## src/rtl/nibble_serial_adder_ctrl.sv

```systemverilog
`default_nettype none
// ============================================================================
// Module   : nibble_serial_adder_ctrl
// Purpose  : Adds two WIDTH-bit operands by time-sharing a single 4-bit
//            adder slice, one nibble per clock, least-significant first.
//            The inter-nibble carry lives in a register and the result is
//            assembled in a shift register.
// Ports    : clk, rst        - clock, synchronous active-high reset
//            in_valid/in_ready, A, B, Cin    - operand handshake
//            out_valid/out_ready, Sum, Cout  - result handshake
//            busy            - high while nibbles are being processed
//            op_sub          - (optional) subtract A - B - Cin
// Options  : define NIBBLE_SERIAL_ADDER_SUB_EN to add the op_sub port.
// Revision : 1.0 - initial release
// ============================================================================
module nibble_serial_adder_ctrl #(
  parameter  int NIBBLES = 4,
  localparam int WIDTH   = 4 * NIBBLES,
  localparam int CNT_W   = $clog2(NIBBLES) + 1
) (
  input  logic             clk,
  input  logic             rst,
  input  logic             in_valid,
  output logic             in_ready,
  input  logic [WIDTH-1:0] A,
  input  logic [WIDTH-1:0] B,
  input  logic             Cin,
`ifdef NIBBLE_SERIAL_ADDER_SUB_EN
  input  logic             op_sub,
`endif
  output logic             out_valid,
  input  logic             out_ready,
  output logic [WIDTH-1:0] Sum,
  output logic             Cout,
  output logic             busy
);

  typedef enum logic [1:0] {
    S_IDLE = 2'd0,
    S_RUN  = 2'd1,
    S_DONE = 2'd2
  } state_t;

  localparam logic [CNT_W-1:0] LAST_IDX = CNT_W'(NIBBLES - 1);

  state_t             state_q, state_d;
  logic [WIDTH-1:0]   a_q, a_d;
  logic [WIDTH-1:0]   b_q, b_d;
  logic [WIDTH-1:0]   sum_q, sum_d;
  logic [CNT_W-1:0]   idx_q, idx_d;
  logic               carry_q, carry_d;
  logic               cout_q, cout_d;
  logic               out_valid_q, out_valid_d;

  logic [3:0]         w_b_nib;
  logic [4:0]         w_slice;
  logic [WIDTH-1:0]   w_sum_shift;
  logic               w_init_carry;

`ifdef NIBBLE_SERIAL_ADDER_SUB_EN
  logic               op_sub_q, op_sub_d;

  // Subtraction is A + ~B + ~Cin: inverting B and the incoming carry turns
  // the adder into A - B - Cin, with Cout=1 meaning no borrow.
  assign w_b_nib      = op_sub_q ? ~b_q[3:0] : b_q[3:0];
  assign w_init_carry = op_sub ? ~Cin : Cin;
`else
  assign w_b_nib      = b_q[3:0];
  assign w_init_carry = Cin;
`endif

  // The shared 4-bit slice always works on the low nibble of the operand
  // registers; the operands shift right by one nibble every RUN cycle.
  assign w_slice = {1'b0, a_q[3:0]} + {1'b0, w_b_nib} + {4'b0000, carry_q};

  // Result nibbles enter at the top and migrate down, so after NIBBLES
  // shifts nibble 0 sits in the least-significant position.
  generate
    if (NIBBLES == 1) begin : g_single
      assign w_sum_shift = w_slice[3:0];
    end else begin : g_multi
      assign w_sum_shift = {w_slice[3:0], sum_q[WIDTH-1:4]};
    end
  endgenerate

  always_comb begin
    state_d     = state_q;
    a_d         = a_q;
    b_d         = b_q;
    sum_d       = sum_q;
    idx_d       = idx_q;
    carry_d     = carry_q;
    cout_d      = cout_q;
    out_valid_d = out_valid_q;
`ifdef NIBBLE_SERIAL_ADDER_SUB_EN
    op_sub_d    = op_sub_q;
`endif
    case (state_q)
      S_IDLE: begin
        if (in_valid) begin
          a_d     = A;
          b_d     = B;
          carry_d = w_init_carry;
          idx_d   = '0;
          sum_d   = '0;
`ifdef NIBBLE_SERIAL_ADDER_SUB_EN
          op_sub_d = op_sub;
`endif
          state_d = S_RUN;
        end
      end
      S_RUN: begin
        a_d     = a_q >> 4;
        b_d     = b_q >> 4;
        sum_d   = w_sum_shift;
        carry_d = w_slice[4];
        idx_d   = idx_q + CNT_W'(1);
        if (idx_q == LAST_IDX) begin
          cout_d      = w_slice[4];
          out_valid_d = 1'b1;
          state_d     = S_DONE;
        end
      end
      S_DONE: begin
        if (out_ready) begin
          out_valid_d = 1'b0;
          state_d     = S_IDLE;
        end
      end
      default: begin
        state_d     = S_IDLE;
        out_valid_d = 1'b0;
      end
    endcase
  end

  always_ff @(posedge clk) begin
    if (rst) begin
      state_q     <= S_IDLE;
      a_q         <= '0;
      b_q         <= '0;
      sum_q       <= '0;
      idx_q       <= '0;
      carry_q     <= 1'b0;
      cout_q      <= 1'b0;
      out_valid_q <= 1'b0;
`ifdef NIBBLE_SERIAL_ADDER_SUB_EN
      op_sub_q    <= 1'b0;
`endif
    end else begin
      state_q     <= state_d;
      a_q         <= a_d;
      b_q         <= b_d;
      sum_q       <= sum_d;
      idx_q       <= idx_d;
      carry_q     <= carry_d;
      cout_q      <= cout_d;
      out_valid_q <= out_valid_d;
`ifdef NIBBLE_SERIAL_ADDER_SUB_EN
      op_sub_q    <= op_sub_d;
`endif
    end
  end

  assign in_ready  = (state_q == S_IDLE);
  assign busy      = (state_q == S_RUN);
  assign out_valid = out_valid_q;
  assign Sum       = sum_q;
  assign Cout      = cout_q;

endmodule
`default_nettype wire

```

## config.mk

```make
export PLATFORM = sky130hd
export DESIGN_NAME = nibble_serial_adder_ctrl
export DESIGN_NICKNAME = d
export VERILOG_FILES = /design/src/rtl/nibble_serial_adder_ctrl.sv
export SDC_FILE = /design/constraint.sdc
export NUM_CORES = 1
export LEC_CHECK = 0
export BUFFER_PORTS_ARGS = -buffer_cell sky130_fd_sc_hd__buf_2
export CORE_ASPECT_RATIO = 0.5
export CORE_MARGIN = 2
export CORE_UTILIZATION = 48
export CTS_CLUSTER_DIAMETER = 30
export CTS_CLUSTER_SIZE = 12
export DETAILED_ROUTE_END_ITERATION = 8
export PLACE_DENSITY = 0.75
export SLEW_MARGIN = 40
export SYNTH_ARGS = -nofsm -noshare
export SYNTH_HDL_FRONTEND = slang
export SYNTH_SLANG_ARGS = --single-unit
export TNS_END_PERCENT = 1
```

## constraint.sdc

```tcl
create_clock -name clk -period 1.7 [get_ports clk]
set_input_delay 0.17 -clock clk [delete_from_list [all_inputs] [get_ports clk]]
set_output_delay 0.17 -clock clk [all_outputs]
set_load 0.05 [all_outputs]
```

Yosys cells after proc, flatten, opt, wreduce, memory -nomap -nowiden
Index checks and enable logic that the tools add are counted.

Add/subtract/negate cells: 3. Eq/ne operators: 6. Mux-type cells: 17. Bitwise operators: 1. Reductions and logical operators: 6.

Operators with widths (number): $pmux 16 s2 (3); $mux 16 (3); $mux 2 (3); $pmux 2 s3 (1); $pmux 3 s2 (1); $reduce_and 3->1 (2); $add 4x4->5 (1); $add 5x1->5 (1); $ne 2x2->1 const B (2); $reduce_and 2->1 (2); $add 3x1->3 const B (1); $eq 3x2->1 const B (1); $mux 1 (3); $mux 3 (1); $pmux 1 s3 (1); $eq 2x1->1 const B (1); $eq 2x2->1 const B (1); $logic_not 2->1 (1); $ne 2x1->1 const B (1); $pmux 1 s2 (1); $reduce_bool 2->1 (1); $not 1->1 (1).

Bits in registers: 56. Bits of input ports: 37. Output and inout bits: 20. Logic and storage cells: 41.

Depth between registers and ports, before layout
Gate-level depths: netlist of run 1.

Word-level depth: 3. Depth in mapped cells: 6. Mapped depth without buffers: 5.

Least setup slack after synthesis of run 1
No wires, ideal clock.

Kind: flip-flop to flip-flop. Start: reg a_q[0]. End: reg cout_q (netlist: Cout). Setup time: 0.143 ns. Arrival time: 1.624 ns. Required time: 1.557 ns. Setup slack: -0.066 ns. Cell stages (with the launch flop): 6. Path buffers: 0. Cells stage by stage: dfxtp_1 -> fa_1 -> fa_1 -> a21o_1 -> a21oi_1 -> a311oi_1.

Word-level cells in the longest chain between the ends: 2.

RTL lines: start: declaration (line 47) `logic [WIDTH-1:0] a_q, a_d;`; start signal: assignment (line 140) `a_q <= '0;`; start signal: assignment (line 152) `a_q <= a_d;`; $add 4x4->5 (line 74) `assign w_slice = {1'b0, a_q[3:0]} + {1'b0, w_b_nib} + {4'b0000, carry_q};`; $add 5x1->5 (line 74); end signal: assignment (line 157) `cout_q <= cout_d;`; end: declaration (line 52) `logic cout_q, cout_d;`.

No other way between the ends. A chain may end at the register's enable or synchronous reset.

Final worst setup path of run 1
Same ends and word-level chain as after synthesis.

==> metrics.txt, run 1 <==
clk buf depth=2; CTS tree=built; Int Pwr=0.00235 W; crit path capture type=register; RSZ-0062 raised after global routing=yes; Post-synth EDFFs=0; clk sinks=56; max-slew violations=0; Max Cap Viol=0; largest area contributor in the netlist=dfxtp_1; setup violators final=0; Die X=roughly 110 microns; Clock power frac=0.376; initial antenna violation count=0; Inserted Diodes=0; Worst EP required=between 1500 and 2000 ps; met1 Use GR=0.274; post-DR vias/cell=~5.3; 1st-iter DRT viols=85; clock-pin slew on the worst setup and hold paths=~110 ps; proportion of layout cells with a drive suffix above 1=0.271; Final min period=1670 ps; vias in the first global route=about 2,100; Mapped Nets=338; reg-to-reg startpoint=a_q[0]; gr usage total=0.195; initial core utilization=0.512; Pwr Density=roughly 1000 mW/mm^2; PortBufs=56; Post-synth ARST share=0; number of synthesis warnings=0; H-tree levels=2; switching power of the nets=approximately 0.00077 W; Die Y=55.9 microns; postcts setup bufs=0; Clock Skew=around 12 ps; Comb pwr share=0.158; Distinct cells, synth=35; # DRC=0; Layout area overhead=19.4%; DR pass1 iterations=4; Antenna Nets Post-Route=0; FMAX=598 MHz; post-synth top area share=0.434; DR vias=around 2,200; Skew-Pair Late Insertion Delay=~310 ps; Final Util=0.611; min-delay src=B[13]; syn_area_per_cell=just under 9 sq um; Ports=57; Worst Hold Class=input pin to register; Slew HR=0.744; met2 Use GR=0.307; Max VDD drop=between 0.0005 and 0.0006 V; layout net count=a little under 400; Root Driver=clkbuf_8; #FFs+latches synth=56; standard-cell rows=18; Slew @ Worst Pin=384 ps; dpl hpwl=3910 microns; critical path launch point=a_q[0]; total CTS buffers=5; Final Hold Fails=0; largest net degree at the start of global routing=30; Die ar.=0.00602 sq mm; sequential-to-total area share from yosys stat=0.434; Sequential Power Share=0.465; most frequent cells after synthesis=dfxtp_1, nor2_1, a21oi_1; crit path launch type=register; routed len/inst=approximately 14 microns; RD Place Congestion=0.786; Synth Instances=294; grt met3 use=0.0492; Main synth FF type=dfxtp_1; Period Utilization, post-route=0.984; leakage power=between 1 and 1.5 nW; status=finished clean; global-route wire length before repair=9550 microns; top cells by area, synth=dfxtp_1, nor2_1, a22oi_1, or3b_1, nand2b_1; worst setup path class=register to register; Cell Area, Synth=~0.0026 sq mm; GRT overflow=0; setup TNS=0 ps; Net Sw Frac=0.246; WP data arrival=1860 ps; final WL=~5700 microns; most frequent cell after synthesis=dfxtp_1; crit-path max FO=2; GRT Max-Usage Layer=met2; CORE AREA=slightly above 0.005 sq mm
## power groups by stage
stage               combinational (W)  sequential (W)  clock, W
finish                       0.000493         0.00145   0.00117
global route                 0.000547         0.00146   0.00124
CTS                          0.000492         0.00145   0.00119
detailed placement           0.000485         0.00147         0
global placement             0.000474         0.00147         0
floorplan                    0.000334         0.00149         0
## worst paths after layout
path	cells after the start	endpoint	slack [ps]
worst min register to register	2	out_valid	460
worst min-delay path	3	b_q[13]	100
worst max register to register	5	Cout	30
worst max-delay path	5	Cout	30
## sequential cells by signal, summed over array words and instances (netlist names)
register / cells
a_q: 16
Cout: 1
state_q: 2
carry_q: 1
out_valid: 1
b_q: 16
Sum: 16
idx_q: 3
## cell families (layout without fill, tap and decap cells)
kind of cell / Yosys count / in the layout / synth area share
compound gates: 63 / 63 / 0.161
flops: 56 / 56 / 0.434
mux: 1 / 1 / 0.00388
xor+xnor: 1 / 1 / 0.00339
simple gates: 137 / 137 / 0.295
fa+ha+maj: 7 / 7 / 0.0397
buf+inv: 29 / 78 / 0.0630
## area by class of cell
class,instances,area (sq um)
clock inverter,3,90.1
timing repair buffer,67,394
multi-input combinational,209,1310
tap,70,87.6
sequential,56,1120
clock buffer,5,68.8
inverter,3,11.3
fill,478,1960
## stage by stage
stage,total power [W],std cells,setup WS [ps],area [sq um],hold slack (ps)
floorplan,0.00183,294,15.7,2590,318
global placement,0.00195,405,-7.14,2910,406
detailed placement,0.00196,405,-65.0,2910,414
CTS,0.00313,413,4.11,3080,86.2
global route,0.00324,413,-39.7,3080,87.0
finish,0.00311,413,26.8,3080,98.7
## repair_timing
| action | CTS | global route |
|---|---|---|
| endpoints found under the setup margin | 3 | 3 |
| hold buffers | 0 | 0 |
| pin swaps | 0 | 1 |
| resized for setup | 3 | 3 |
## critical path, stage by stage, from the launching register on
cell,delay [ps]
dfxtp_2,340
fa_2,400
fa_2,360
a21o_1,200
a21oi_2,150
a311oi_1,100
## routing by layer
| metal | vias up | wire length, microns |
|---|---|---|
| li1 | 1109 | - |
| met1 | 1032 | 2760 |
| met2 | 60 | 2490 |
| met3 | 4 | 388 |
| met4 | 0 | 34 |
| met5 | - | 0 |
## cell usage in the layout (no fill, tap or decap), types with 3 or more instances in the layout
cell       count
a21oi_1       27
a22oi_1       25
buf_2         55
buf_4          8
bufinv_16      3
clkbuf_8       5
dfxtp_1       53
dfxtp_2        3
ha_1           5
inv_1          3
nand2_1        5
nand2b_1      24
nor2_1        53
nor3_1        24
or3b_1        18
or3b_2         6
(Power assumes the default switching activity.)
==> run 2: changes to the inputs <==
Settings changed: PLACE_DENSITY 0.75 to 0.72.
==> run 2 against run 1 <==
  * Combinational power rose by 4%
  * Design area fell by 0.65%
  * Critical path depth did not move
==> metrics.txt, run 2 (synthesis gave the netlist of run 1 again) <==
Int Pwr=between 0.0015 and 0.002 W; switching power of the nets=0.000740 W; GRT overflow=0; Worst Hold Class=input pin to register; initial core utilization=0.512; vias in the first global route=2,033; dpl hpwl=about 4000 microns; clk sinks=56; routed len/inst=14.0 microns; Pwr Density=889 mW/mm^2; DR pass1 iterations=4; max-slew violations=0; Buf/Inv on CP=0; CORE AREA=0.00504 sq mm; Slew HR=0.733; FMAX=~600 MHz; crit path capture type=register; fillers=approximately 460; Clock Skew=between 5 and 6 ps; Final Hold Fails=0; Antenna Nets Post-Route=0; Final min period=between 1500 and 2000 ps; 1st-iter DRT viols=94; commonest non-fill, non-tap cell in the layout=buf_2; global-route wire length before repair=9750 microns; Period Utilization, post-route=0.987; setup violators final=0; CP top delay family=adder cells; cell mode on critical path=fa_2; CTS Hold Bufs=0; Max Cap Viol=0; initial antenna violation count=0; met1 Use GR=0.297; gr usage total=0.203; DR vias=2,207; met2 Use GR=0.304; RD Place Congestion=0.846; Ports=between 50 and 60; layout net count=~390; WP data arrival=about 1900 ps; post-DR vias/cell=~5.3; Clock power frac=0.282; postcts setup bufs=0; Net Sw Frac=0.272; clk buf depth=2; Root Driver=clkbuf_8; clock-pin slew on the worst setup and hold paths=90 ps; Sequential Power Share=0.530; status=finished clean; Crit-path slowest cell=fa_2; worst path cell trace=fa_2 -> fa_2 -> a21o_1 -> a21oi_2 -> a311oi_1; Comb pwr share=0.188; # DRC=0; largest net degree at the start of global routing=35; Die X=108 microns; final WL=~5800 microns; crit path launch type=register; CTS tree=built; total CTS buffers=5; crit-path max FO=2; Worst EP required=around 1900 ps; Slew @ Worst Pin=401 ps; most frequent cells in the layout=buf_2, dfxtp_1, nor2_1, a21oi_1, a22oi_1; worst setup path class=register to register; grt met3 use=0.0527; pre-CTS setup slack=-47.5 ps; final worst setup slack=21.6 ps; Die ar.=between 0.006 and 0.007 sq mm; Die Y=between 50 and 60 microns; Inserted Diodes=0; standard-cell rows=18; slowest stage delay, CP=around 400 ps; Min Hold Slack=around 96 ps; GRT Max-Usage Layer=met2; Layout area overhead=18.7%; Skew-Pair Late Insertion Delay=about 310 ps; H-tree levels=2; RSZ-0062 raised after global routing=yes; Max VDD drop=~0.00044 V; PortBufs=56; leakage power=1.32 nW; proportion of layout cells with a drive suffix above 1=0.273
-- run 2: per-layer routing --
layer | share of wire | wire [microns]
met1 | 0.49 | 2820
met2 | 0.44 | 2530
met3 | 0.067 | 386
met4 | 0.0080 | 46
met5 | 0 | 0
-- run 2: worst register-to-register path: stages, from the launching register on --
cell,delay [ps]
dfxtp_2,340
fa_2,400
fa_2,360
a21o_1,200
a21oi_2,160
a311oi_1,100
-- run 2: final cells by class --
class,instances,area (sq um),share of cell area
Sequential cell,56,1120,0.367
Timing Repair Buffer,69,435,0.142
Inverter,3,11.3,0.00367
Tap cell,70,87.6,0.0286
Multi-Input combinational cell,209,1310,0.428
Clock buffer,7,96.3,0.0314
-- run 2: power by group through the flow --
stage	logic (W)	clock network (W)	registers [W]
6_report	0.000512	0.000769	0.00144
5_1_grt	0.000567	0.000851	0.00146
4_1_cts	0.000510	0.000791	0.00144
3_5_place_dp	0.000501	0	0.00147
3_3_place_gp	0.000489	0	0.00147
2_1_floorplan	0.000334	0	0.00149
-- run 2: worst paths after layout --
check             from   endpoint  slack, ps  cells after the start
min reg2reg  out_valid  out_valid        460                      2
min              B[15]    b_q[15]        100                      3
max reg2reg     a_q[0]       Cout         20                      5
max             a_q[0]       Cout         20                      5
-- run 2: repair_timing --
item                                    in CTS  in global routing
pin swaps                                    1                  0
cloned                                       0                  1
resized for setup                            4                  3
endpoints found under the setup margin       4                  3
-- run 2: per-stage QoR --
step	util	setup TNS (ps)	power [W]	instance area (sq um)	instances
2_1_floorplan	-	0	0.00183	2590	294
3_3_place_gp	0.584	0	0.00196	2950	406
3_5_place_dp	0.584	-81.2	0.00197	2950	406
4_1_cts	0.605	0	0.00274	3050	413
5_1_grt	0.607	-69.5	0.00287	3060	414
6_report	0.607	0	0.00272	3060	414
==> run 3: changes to the inputs <==
Settings changed: ABC_CLOCK_PERIOD_IN_PS from default to 1700, PLACE_DENSITY 0.72 to 0.76, SLEW_MARGIN 40 to 10.
==> run 3 against run 2 <==
  * Clock power decreased by 6.2%
  * Sequential power barely moved
  * Global-route usage increased by 0.48 points
  * Final cell count rose by 0.97%
  * Utilization fell by 0.64 points
  * Worst setup slack got worse by 19 ps
  * Total power fell by 1.8%
  * Register-to-register slack worse by 20 ps
  * Design area shrank 1.1%
  * Critical path type unchanged
  * Critical endpoint unchanged
  * Largest cell class unchanged
==> metrics.txt, run 3 (synthesis gave the netlist of run 1 again) <==
Antenna Nets Post-Route=0; reg-to-reg startpoint=a_q[0]; Final Util=0.601; Slew HR=0.745; largest net degree at the start of global routing=34; layout net count=a little under 400; DR pass1 iterations=5; PortBufs=56; FMAX=about 600 MHz; Final Hold Fails=0; Final min period=~1700 ps; proportion of layout cells with a drive suffix above 1=0.279; Period Utilization, post-route=0.998; # DRC=0; crit path capture type=register; Worst EP required=between 1500 and 2000 ps; global-route wire length before repair=around 10,000 microns; RD Place Congestion=approximately 0.8; worst path cell trace=fa_2 -> fa_2 -> a21o_1 -> a21oi_2 -> a311oi_1; vias in the first global route=between 2,000 and 2,500; total CTS buffers=5; crit path launch type=register; critical path launch point=a_q[0]; routed len/inst=14.3 microns; Max VDD drop=0.000381 V; cell mode on critical path=fa_2; met2 Use GR=0.319; Skew-Pair Late Insertion Delay=between 300 and 400 ps; reg2reg path depth=5; CTS tree=built; GRT Max-Usage Layer=met2; setup violators final=0; min-delay src=A[13]; Die ar.=between 0.006 and 0.007 sq mm; most frequent cells in the layout=buf_2, dfxtp_1, nor2_1, a21oi_1, a22oi_1; leakage power=~1.3 nW; clock-pin slew on the worst setup and hold paths=~100 ps; Crit-path slowest cell=fa_2; DR vias=2,316; WP data arrival=~1900 ps; met1 Use GR=0.298; commonest non-fill, non-tap cell in the layout=buf_2; max-slew violations=0; clk sinks=56; Worst Hold Class=input pin to register; Root Driver=clkbuf_8; Die X=108 microns; post-DR vias/cell=~5.5; CORE AREA=approximately 0.0050 sq mm; grt met3 use=0.0433; 1st-iter DRT viols=approximately 110; status=finished clean; clk buf depth=2; Hold Path Stages=3; gr usage total=0.208; standard-cell rows=18; slowest stage delay, CP=410 ps; dpl hpwl=about 4200 microns; Ports=between 50 and 60; Slew @ Worst Pin=383 ps; Clock Skew=9.58 ps; Die Y=55.9 microns; crit-path max FO=2; initial core utilization=0.512; RSZ-0062 raised after global routing=yes; Pwr Density=around 880 mW/mm^2; worst setup path class=register to register; final WL=a little under 6000 microns; Layout area overhead=17.4%; initial antenna violation count=0; Power Total=roughly 0.0027 W; Inserted Diodes=0; R2R setup slack=approximately 3 ps; Max Cap Viol=0; GRT overflow=0; H-tree levels=2
==> run 3: stage by stage <==
stage          instance area [sq um]  hold slack [ps]  setup TNS [ps]  cells  setup slack (ps)
2_1_floorplan                   2590              318               0    294              15.7
3_5_place_dp                    2940              417            -140    410             -60.0
3_3_place_gp                    2940              405               0    410              9.43
5_1_grt                         3030             99.5            -157    418             -86.0
4_1_cts                         3020             88.7               0    417              1.05
6_report                        3030             83.7               0    418              3.01
==> run 3: area by class of cell <==
class / instances / area, sq um
flip-flops and latches: 56 / 1120
repair buffers: 73 / 420
inverters: 3 / 11.3
clock buffers: 5 / 68.8
well taps: 70 / 87.6
fillers: 460 / 2010
multi-input cells: 209 / 1310
clock inverters: 2 / 12.5
==> run 3: worst max-delay path, delay by kind of cell, from the launching register on <==
kind / cells / cell delay, ps
AOI/OAI and AO/OA: 3 / 480
adders and majority gates: 2 / 770
DFF: 1 / 340
==> run 3: path summary, 6_finish.rpt <==
check	to
max	Cout
min	a_q[13]
max reg2reg	Cout
min reg2reg	out_valid
==> run 3: routing by layer <==
layer  part of all wire  wire length [microns]
met5                  0                      0
met2               0.45                   2680
met1               0.49                   2910
met4             0.0099                     59
met3              0.052                    310
==> run 3: what timing repair did <==
item                       CTS  global route
cloned                       0             0
hold buffers                 0             0
setup buffers                0             1
gates resized for setup      2             1
pin swaps                    2             2
setup endpoints to repair    4             3
==> run 3: power breakdown <==
part	switching, W	leakage, nW	total (W)	internal (W)
clock	0.000441	0.0400	0.000721	0.000281
combinational	0.000281	0.819	0.000503	0.000223
sequential	0.0000570	0.460	0.00145	0.00139
